<file path="src/rtl/dti_elastic_fifo_if.sv">
// dti: DTI valid/ready channel carrying one data word per handshake.
// A word moves on any clock edge where valid and ready are both high. Once valid is raised,
// the producer keeps it and the data stable until ready is seen. Only a reset or flush may retract it.
interface dti #(
    parameter int W = 16
);
    logic [W-1:0] data;
    logic         valid;
    logic         ready;

    modport producer (output data, output valid, input ready);
    modport consumer (input data, input valid, output ready);
endinterface

</file>
<file path="src/rtl/dti_elastic_fifo.sv">
// dti_elastic_fifo: arbitrary-depth DTI elastic buffer with occupancy, almost-full and sync flush.
// Define DTI_ELASTIC_FIFO_BYPASS_EN for zero-latency pass-through while the buffer is empty.
module dti_elastic_fifo #(
    parameter int DEPTH     = 4,
    parameter int DIN       = 16,
    parameter int AF_THRESH = DEPTH - 1,
    localparam int CW       = $clog2(DEPTH + 1)
) (
    input  logic          clk,
    input  logic          rst,
    input  logic          flush,
    dti.consumer          din,
    dti.producer          dout,
    output logic [CW-1:0] count,
    output logic          almost_full
);
    localparam int            IW       = (DEPTH > 1) ? $clog2(DEPTH) : 1;
    localparam logic [IW-1:0] LAST_IDX = IW'(DEPTH - 1);
    localparam logic [CW-1:0] FULL_CNT = CW'(DEPTH);
    localparam logic [CW-1:0] AF_CNT   = CW'(AF_THRESH);

    logic [DIN-1:0] mem [DEPTH];
    logic [IW-1:0]  w_idx;
    logic [IW-1:0]  r_idx;
    logic           full;
    logic           empty;
    logic           pass;
    logic           wr;
    logic           rd;

    assign full        = (count == FULL_CNT);
    assign empty       = (count == '0);
    assign din.ready   = ~full;
    assign almost_full = (count >= AF_CNT);

`ifdef DTI_ELASTIC_FIFO_BYPASS_EN
    // An incoming word is offered straight to dout while empty. It is stored only when dout stalls.
    assign pass       = empty & din.valid & dout.ready;
    assign dout.valid = ~empty | din.valid;
    assign dout.data  = empty ? din.data : mem[r_idx];
`else
    assign pass       = 1'b0;
    assign dout.valid = ~empty;
    assign dout.data  = mem[r_idx];
`endif

    assign wr = din.valid & ~full & ~pass & ~flush;
    assign rd = dout.ready & ~empty;

    always_ff @(posedge clk) begin
        if (wr && !rst) begin
            mem[w_idx] <= din.data;
        end
    end

    // Indices wrap by explicit compare, so any DEPTH works.
    always_ff @(posedge clk) begin
        if (rst || flush) begin
            w_idx <= '0;
            r_idx <= '0;
            count <= '0;
        end else begin
            if (wr) begin
                w_idx <= (w_idx == LAST_IDX) ? '0 : w_idx + IW'(1);
            end
            if (rd) begin
                r_idx <= (r_idx == LAST_IDX) ? '0 : r_idx + IW'(1);
            end
            case ({wr, rd})
                2'b10:   count <= count + CW'(1);
                2'b01:   count <= count - CW'(1);
                default: count <= count;
            endcase
        end
    end
endmodule

</file>
<file path="src/flat_wrapper.sv">
// flat-port wrapper written by rule: the top's interface ports become plain ports
module dti_elastic_fifo_flat 
#(
    parameter int DEPTH     = 4,
    parameter int DIN       = 16,
    parameter int AF_THRESH = DEPTH - 1,
    localparam int CW       = $clog2(DEPTH + 1)
)
  (clk, rst, flush, count, almost_full, din_data, din_valid, din_ready, dout_data, dout_valid, dout_ready);
  dti #(.W(16)) din_i ();
  dti #(.W(16)) dout_i ();
  input  logic clk;
  input  logic rst;
  input  logic flush;
  output logic [CW-1:0] count;
  output logic almost_full;
  input wire logic [$bits(din_i.data)-1:0] din_data;
  input wire logic [$bits(din_i.valid)-1:0] din_valid;
  output wire logic [$bits(din_i.ready)-1:0] din_ready;
  output wire logic [$bits(dout_i.data)-1:0] dout_data;
  output wire logic [$bits(dout_i.valid)-1:0] dout_valid;
  input wire logic [$bits(dout_i.ready)-1:0] dout_ready;
  assign din_i.data = din_data;
  assign din_i.valid = din_valid;
  assign din_ready = din_i.ready;
  assign dout_data = dout_i.data;
  assign dout_valid = dout_i.valid;
  assign dout_i.ready = dout_ready;
  dti_elastic_fifo #(.DEPTH(DEPTH), .DIN(DIN), .AF_THRESH(AF_THRESH)) u_core (.clk(clk), .rst(rst), .flush(flush), .din(din_i), .dout(dout_i), .count(count), .almost_full(almost_full));
endmodule
</file>
<file path="config.mk">
export PLATFORM = sky130hd
export DESIGN_NAME = dti_elastic_fifo_flat
export DESIGN_NICKNAME = d
export VERILOG_FILES = /design/src/rtl/dti_elastic_fifo_if.sv /design/src/rtl/dti_elastic_fifo.sv /design/src/flat_wrapper.sv
export SDC_FILE = /design/constraint.sdc
export NUM_CORES = 1
export LEC_CHECK = 0
export CORE_ASPECT_RATIO = 1.4
export CORE_MARGIN = 2
export CORE_UTILIZATION = 36
export CTS_BUF_LIST = sky130_fd_sc_hd__clkbuf_8
export CTS_CLUSTER_DIAMETER = 60
export DETAILED_ROUTE_END_ITERATION = 12
export HOLD_SLACK_MARGIN = 0.03
export PLACE_DENSITY = 0.58
export SKIP_LAST_GASP = 1
export SLEW_MARGIN = 20
export SYNTH_ARGS = -nofsm -noshare
export SYNTH_HDL_FRONTEND = slang
export SYNTH_SLANG_ARGS = --single-unit
</file>
<file path="constraint.sdc">
create_clock -name clk -period 3.1 [get_ports clk]
set_clock_uncertainty 0.2 [all_clocks]
set_input_delay 0.62 -clock clk [delete_from_list [all_inputs] [get_ports clk]]
set_output_delay 0.62 -clock clk [all_outputs]
set_load 0.01 [all_outputs]
</file>
# Word level (Yosys, flattened, before mapping)
# Memories as Yosys holds them, arrays and structs flattened. A register that Yosys moved wholly into a read port is not among the register bits.
# Cells that the tools add are included.
# Widths: inputs -> output; s select.
[totals] latch_bits=0 n_memories=1 inputBits=21 wordCells=32 ramBits=64 mem_bits_ro=0 out_inout_bits=22 ff_bits=7
[classes] bitwise=6 addsub=4 n_lt_le_gt_ge=1 n_eq_ne=5 n_mul=0 shift=0 div=0 n_mux=7 n_reduce_logical=5
[memory_table] name="u_core.mem" words=4 word_bits=16 rd=1 rd_clocked_by_memory_dff=1 wr=1 line_no="dti_elastic_fifo.sv:22" text="logic [DIN-1:0] mem [DEPTH];"
[op_table] cell="$mux 2" count=4
[op_table] cell="$eq 2x2->1 const B" count=3
[op_table] cell="$pmux 3 s2" count=1
[op_table] cell="$add 2x1->2 const B" count=2
[op_table] cell="$add 3x1->3 const B" count=1
[op_table] cell="$and 1x1->1" count=3
[op_table] cell="$eq 3x3->1 const B" count=1
[op_table] cell="$ge 3x2->1 const B" count=1
[op_table] cell="$logic_not 3->1" count=1
[op_table] cell="$not 1->1" count=3
[op_table] cell="$sub 3x1->3 const B" count=1
[op_table] cell="$eq 2x1->1 const B" count=1
[op_table] cell="$mux 1" count=2
[op_table] cell="$reduce_bool 2->1" count=1
[op_table] cell="$logic_and 1x1->1" count=1
[op_table] cell="$logic_not 1->1" count=1
[op_table] cell="$logic_or 1x1->1" count=1

# Longest topological paths before layout
# Gate-level depths: netlist of the first run.
[depth] word_depth=7 mapped_depth=8 depth_no_buf=8

# Least setup slack after synthesis of the first run
# No wires, ideal clock.
[synth_path] path_type="input port to flip-flop" start="input port flush" end="memory u_core.mem[3][0], enable pin" setup_time_ns=0.413 n_path_buf=0 slack_ns=0.402 arrival_ns=2.086 stages=2 required_ns=2.487 cell_sequence="nand3b_4 > nor3b_1"
[synth_between] elab_chain_len=5
[synth_lines] element="from (decl)" line_no="flat_wrapper.sv:14" text="input logic flush;"
[synth_lines] element="$not 1->1" line_no="dti_elastic_fifo.sv:47" text="assign wr = din.valid & ~full & ~pass & ~flush;"
[synth_lines] element="$and 1x1->1" line_no="dti_elastic_fifo.sv:47"
[synth_lines] element="$logic_and 1x1->1" line_no="dti_elastic_fifo.sv:51" text="if (wr && !rst) begin"
[synth_lines] element="$mux 1" line_no="dti_elastic_fifo.sv:51"
[synth_lines] element="$mux 1 (implied by the code)" line_no="dti_elastic_fifo.sv:52" text="mem[w_idx] <= din.data;"
[synth_lines] element="to (decl)" line_no="dti_elastic_fifo.sv:22"
# No other way between the ends.

==> summary.txt, run 1 <==
Outcome
  • Outcome: completed

Global route
  • Global-route wire length before repair: 7.94 mm
  • Vias in the first global route: 1575
  • Pin count of the biggest net entering global routing: 17
  • Initial antenna violation count: 0
  • Overall fraction of global-route tracks in use: 0.126
  • Overflow left after global routing: 0

Setup path
  • Critical Path Start Type: register
  • Launching point of the worst reg2reg path: u_core.count[2]
  • Critical Path Sink Type: primary output
  • Crit path DAT: 2.04 ns
  • Worst-path maximum fanout: 16
  • Cell depth of the worst setup path: 3
  • Required time of the critical path: 2.28 ns
  • Cell with the biggest individual delay on the critical path: mux4_2
  • Kind of critical path: reg2out
  • Capture instance of the worst register-to-register path: u_core.count[2]
  • Slack of the worst reg-to-reg path: 0.50 ns
  • Largest delay share family, worst path: buffers and inverters
  • Cell breakdown of the critical path: buf_4 -> mux4_2 -> clkdlybuf4s50_1
  • Worst Reg-to-Reg Cells: 8
  • Worst Path Buf+Inv: 2
  • Worst Setup EP: dout_data[14]
  • Max stage delay on crit path: 0.56 ns

Synthesis
  • Synth Register Bits: 73
  • Sequential share of the synthesized area: 0.743
  • Most used standard cell by instance count after synthesis: edfxtp_1
  • Number of enable flip-flop cells after synthesis: between 60 and 70
  • Cell count after synthesis: 138
  • Top_reg_cell synth: edfxtp_1
  • Async set-reset flop share out of synthesis: 0
  • Unique masters post-synth: 24
  • Commonest cells post-synth: edfxtp_1, mux4_2, dfxtp_1, ha_1, inv_1
  • Mean post-synth cell area: approximately 20 µm²
  • Cell types with the largest area share after synthesis: edfxtp_1, mux4_2, dfxtp_1
  • Cell Area, Synth: ~2800 µm²
  • Dominant cell type by area after synthesis: edfxtp_1
  • Post-synth top area share: 0.679
  • Net count of the mapped netlist: 166
  • Yosys warnings: 0

Route
  • Total routed wirelength: roughly 5 mm
  • Post-route antenna net violation count: 0
  • Number of violations reported at the end of detailed-routing iteration 0: between 80 and 90
  • Total number of vias: 1452
  • Pre-antenna DRT Iters: 4
  • Count of unresolved DRC violations after routing: 0
  • Wire per inst: 16.4 µm
  • Routed via count divided by cell count: 4.87

STA
  • Slack of the critical path: 0.243 ns
  • Sum Neg Setup Slack: 0 ns
  • Final setup fails: 0
  • Fmax: between 0.3 and 0.4 GHz
  • Fin crit period: 2.86 ns
  • RSZ-0062 raised after global routing: no
  • Final Hold Vio Count: 0
  • Normalized max-slew margin: 0.750
  • Slew Limit Fails: 0
  • Worst slew pin tran: 0.372 ns
  • Portion of the clock cycle consumed by the worst path in the final layout: 0.922

Clocking
  • Clock net sink count: 73
  • Max H-tree Level: 3
  • Root buffer selected by CTS: clkbuf_8
  • Clock transition time at the flip-flop clock pins of the worst setup and hold paths: approximately 0.07 ns
  • TritonCTS clock tree: built
  • Clock Path Buffers: 2
  • Post-CTS Resized: 0
  • Number of buffers inserted to repair setup after CTS: 0
  • Clock latency reported for the late side of the worst-skew pair: 0.33 ns
  • Number of hold buffers added after cts: 0
  • Number of buffers created by CTS: 9

Finish
  • Area growth from synthesis to layout: 26.2%
  • Layout cell share with drive strength beyond 1: 0.227
  • Layout net count: 221
  • # diodes: 0
  • Area of all placed cells without fillers: 3570 µm²

Run
  • Number of max-capacitance violations reported: 0

Power
  • Worst IR drop on VDD: between 0.2 and 0.25 mV
  • Standby leakage power: roughly 0.0012 µW
  • Cell Pwr Density: between 400 and 500 nW/µm²
  • Total chip power: 1780 µW

Die
  • Starting density of the core: 0.367
  • Vertical die dimension: 109 µm
  • Number of placement rows: 38
  • Die Footprint: 8590 µm²
  • Number of primary I/O pins: 43
  • Width of the die: between 70 and 80 µm
  • Core box area: 7700 µm²

Placement
  • Detailed Place HPWL: 3.20 mm
  • Gpl congestion: roughly 0.7
  • # port buffers: 42
  • Worst slack at placement: 0.207 ns
  • Placed Instance Area: 3410 µm²

Worst hold path
  • Worst min-delay path category: reg2reg
  • Cells on Worst Hold Path: 2
## layout make-up
type	instances	area (µm²)
timing repair buffer	48	465
inverter	6	22.5
fill	699	4130
clock inverter	7	38.8
clock buffer	9	124
sequential	73	2100
multi-input combinational	55	692
tap	100	125
## state kept, by name (all words and copies together) (netlist names), named ones only
register,count
u_core.mem,64
u_core.count,3
u_core.r_idx,2
u_core.w_idx,2
## worst min-delay path by stage
stage	slack, ns	end	from
2_1_floorplan	0.26	register	u_core.r_idx[0]
3_3_place_gp	0.28	u_core.r_idx[0]	u_core.r_idx[0]
3_5_place_dp	0.29	u_core.r_idx[0]	u_core.r_idx[0]
4_1_cts	0.31	u_core.r_idx[0]	u_core.r_idx[0]
5_1_grt	0.34	u_core.r_idx[0]	u_core.r_idx[0]
6_report	0.30	u_core.r_idx[0]	u_core.r_idx[0]
## layer usage
layer | wire, µm | vias up | track usage
met5 | 0 | - | 0
li1 | - | 657 | -
met4 | 99 | 0 | 0.0628
met1 | 1930 | 749 | 0.137
met2 | 2600 | 37 | 0.228
met3 | 258 | 9 | 0.0306
## kinds of logic after synthesis
kind of cell,share of synthesized area
XOR/XNOR,0.00619
buffers and inverters,0.0195
multiplexers,0.134
flip-flops,0.743
adder cells (fa/ha/maj),0.0336
AO/OA/AOI/OAI,0.0164
AND/OR/NAND/NOR,0.0469
## worst register-to-register path, cell delays in order (launching register included)
cell	delay (ns)
dfxtp_1	0.45
or3b_4	0.44
nand3b_4	0.15
ha_1	0.22
inv_1	0.06
fa_1	0.39
xor2_1	0.17
or3_1	0.31
a21oi_1	0.14
## layout by cell type (no fill, tap or decap), types with 2 or more instances in the layout
| cell | netlist | routed |
|---|---|---|
| a21oi_1 | 3 | 3 |
| buf_4 | 0 | 6 |
| clkbuf_8 | 0 | 9 |
| clkdlybuf4s50_1 | 0 | 42 |
| clkinv_2 | 0 | 3 |
| dfxtp_1 | 9 | 9 |
| edfxtp_1 | 64 | 64 |
| ha_1 | 6 | 6 |
| inv_1 | 6 | 7 |
| mux2i_1 | 2 | 2 |
| mux4_2 | 16 | 16 |
| nand2_1 | 5 | 5 |
| nor2_1 | 4 | 4 |
| nor3b_2 | 0 | 4 |
| o21ai_0 | 2 | 2 |
| or3_1 | 3 | 3 |
| xor2_1 | 2 | 2 |
## report_power, final
group | total, µW | switching, µW | internal [µW]
combinational | 96.2 | 40.7 | 55.6
sequential | 1080 | 4.15 | 1080
clock | 602 | 321 | 281
total | 1780 | 366 | 1410
## stage by stage
stage,hold WS (ns),instances,util
6_report,0.303,298,0.463
5_1_grt,0.344,298,0.463
4_1_cts,0.307,298,0.463
3_5_place_dp,0.294,282,0.442
3_3_place_gp,0.283,282,0.442
2_1_floorplan,0.263,138,-
Note: power is estimated with default switching activity, not from simulation.
==> inputs of run 2 (changes only) <==
SLEW_MARGIN = 30   (was 20)
==> results of run 2 <==
No change in the layout: final DEF, timing and power equal those of run 1.
==> inputs of run 3 (changes only) <==
clock period = 2.65 ns   (was 3.1 ns; I/O delays follow)
==> summary.txt, run 3 (synthesized netlist as in run 1, its figures left out) <==
STA
  • Final Hold Vio Count: 0
  • Slew Limit Fails: 0
  • Portion of the clock cycle consumed by the worst path in the final layout: 0.994
  • Worst slew pin tran: 0.379 ns
  • Final setup fails: 0
  • Fmax: approximately 0.38 GHz
  • Slack of the critical path: 0.0169 ns
  • RSZ-0062 raised after global routing: yes
  • Normalized max-slew margin: 0.746
  • Fin crit period: 2.63 ns

Clocking
  • Clock Path Buffers: 2
  • Root buffer selected by CTS: clkbuf_8
  • Number of hold buffers added after cts: 0
  • Max H-tree Level: 3
  • Clock latency reported for the late side of the worst-skew pair: 0.34 ns
  • Clock net sink count: 73
  • TritonCTS clock tree: built
  • Number of buffers created by CTS: 9
  • Clock transition time at the flip-flop clock pins of the worst setup and hold paths: ~0.070 ns

Global route
  • Met3 capacity usage during global routing: 0.0414
  • Global Route met2 Usage: 0.226
  • Met1 global-route usage: 0.141
  • Initial antenna violation count: 0
  • Vias in the first global route: 1611
  • Overflow left after global routing: 0
  • Overall fraction of global-route tracks in use: 0.131
  • Pin count of the biggest net entering global routing: 17
  • Global-route wire length before repair: 8.09 mm
  • Most congested layer reported by global routing: met2

Finish
  • Register with the highest flop count: u_core.mem
  • Layout cell share with drive strength beyond 1: 0.259
  • Largest regs: u_core.mem (64), u_core.count (3)
  • Layout net count: roughly 230
  • Most common library cell in the layout ignoring fill and taps: edfxtp_1
  • Post-layout instance count excluding filler cells: 305
  • Total of fill cells in the finished design: 638
  • Area growth from synthesis to layout: 32.9%
  • Max FFs per register: 64
  • Area of all placed cells without fillers: roughly 3800 µm²
  • Most frequent cells in the layout: edfxtp_1, clkdlybuf4s50_1, mux4_2
  • # diodes: 0

Die
  • Number of placement rows: 38
  • Vertical die dimension: 109 µm
  • Starting density of the core: 0.367
  • Core box area: a little under 8000 µm²
  • Width of the die: 78.9 µm
  • Die Footprint: 8590 µm²
  • Number of primary I/O pins: 43

Route
  • Number of violations reported at the end of detailed-routing iteration 0: 70
  • Wire per inst: 17.0 µm
  • Post-route antenna net violation count: 0
  • Routed via count divided by cell count: between 4 and 5
  • Count of unresolved DRC violations after routing: 0
  • Total routed wirelength: a little over 5 mm
  • Total number of vias: 1463
  • Pre-antenna DRT Iters: 4

Setup path
  • Cell with the biggest individual delay on the critical path: mux4_2
  • Critical Path Sink Type: primary output
  • Cell breakdown of the critical path: buf_12 -> mux4_2 -> clkdlybuf4s50_1
  • Required time of the critical path: between 1.5 and 2 ns
  • Kind of critical path: reg2out
  • Slack of the worst reg-to-reg path: 0.18 ns
  • Launching point of the worst reg2reg path: u_core.count[2]
  • Max stage delay on crit path: 0.51 ns
  • Crit path DAT: 1.90 ns
  • Critical Path Start Type: register
  • Capture instance of the worst register-to-register path: u_core.count[2]
  • Worst-path maximum fanout: 8
  • Worst Reg-to-Reg Cells: 8
  • Worst Setup EP: dout_data[4]

Worst hold path
  • Worst min-delay path category: reg2reg
  • Hold path startpoint: u_core.r_idx[0]

Power
  • Cell Pwr Density: 633 nW/µm²
  • Standby leakage power: 0.00136 µW
  • Worst IR drop on VDD: 0.281 mV

Outcome
  • Outcome: completed

Placement
  • # port buffers: 42
  • Inst Count DP: 287
  • Worst slack at placement: -0.0350 ns
  • Placed Instance Area: 3460 µm²
  • Gpl congestion: between 0.6 and 0.7
  • Detailed Place HPWL: 3.48 mm

Run
  • Number of max-capacitance violations reported: 0
[run 3: power by group]
part | internal (µW) | leakage [µW] | total (µW) | switching [µW]
clock network | 617 | 0.000118 | 998 | 381
registers | 1260 | 0.000651 | 1270 | 5.60
logic | 66.4 | 0.000594 | 115 | 48.5
[run 3: per-stage QoR]
| stage | power [µW] | TNS [ns] | hold WS [ns] | util |
|---|---|---|---|---|
| 6_report | 2380 | 0 | 0.303 | 0.488 |
| 5_1_grt | 2460 | -0.0459 | 0.355 | 0.488 |
| 4_1_cts | 2420 | -0.355 | 0.316 | 0.479 |
| 3_5_place_dp | 1410 | -0.0350 | 0.304 | 0.449 |
| 3_3_place_gp | 1400 | 0 | 0.281 | 0.449 |
| 2_1_floorplan | 1330 | -1.47 | 0.263 | - |
[run 3: routing by layer]
layer	wire length, µm	share of wire	up-vias
li1	-	-	670
met1	2050	0.39	746
met2	2750	0.53	38
met3	293	0.056	9
met4	107	0.021	0
met5	0	0	-
[run 3: worst min path at each step]
stage	endpoint	slack, ns	cells past startpoint
after floorplan	register	0.26	2
after CTS	u_core.r_idx[0]	0.32	2
after global placement	u_core.w_idx[1]	0.28	2
final	register	0.30	2
after global routing	u_core.r_idx[1]	0.35	2
after detailed placement	u_core.r_idx[0]	0.30	2
[run 3: critical path: cells and delay by family, from the launching register on]
| kind | cells | cell delay (ns) |
|---|---|---|
| buffers and inverters | 2 | 0.65 |
| muxes | 1 | 0.51 |
| DFF | 1 | 0.40 |
[run 3: layout make-up]
| cell class | instances | area, µm² | area share |
|---|---|---|---|
| clock buffer | 9 | 124 | 0.0330 |
| multi-input combinational | 55 | 692 | 0.184 |
| clock inverter | 7 | 110 | 0.0293 |
| tap | 100 | 125 | 0.0333 |
| inverter | 6 | 22.5 | 0.00599 |
| sequential | 73 | 2100 | 0.560 |
| timing repair buffer | 55 | 582 | 0.155 |
[run 3: timing repair]
item	4_1_cts	5_1_grt
buffers inserted	0	1
setup endpoints to repair	16	15
resized for setup	1	15
cloned	0	1
pin swaps	0	0
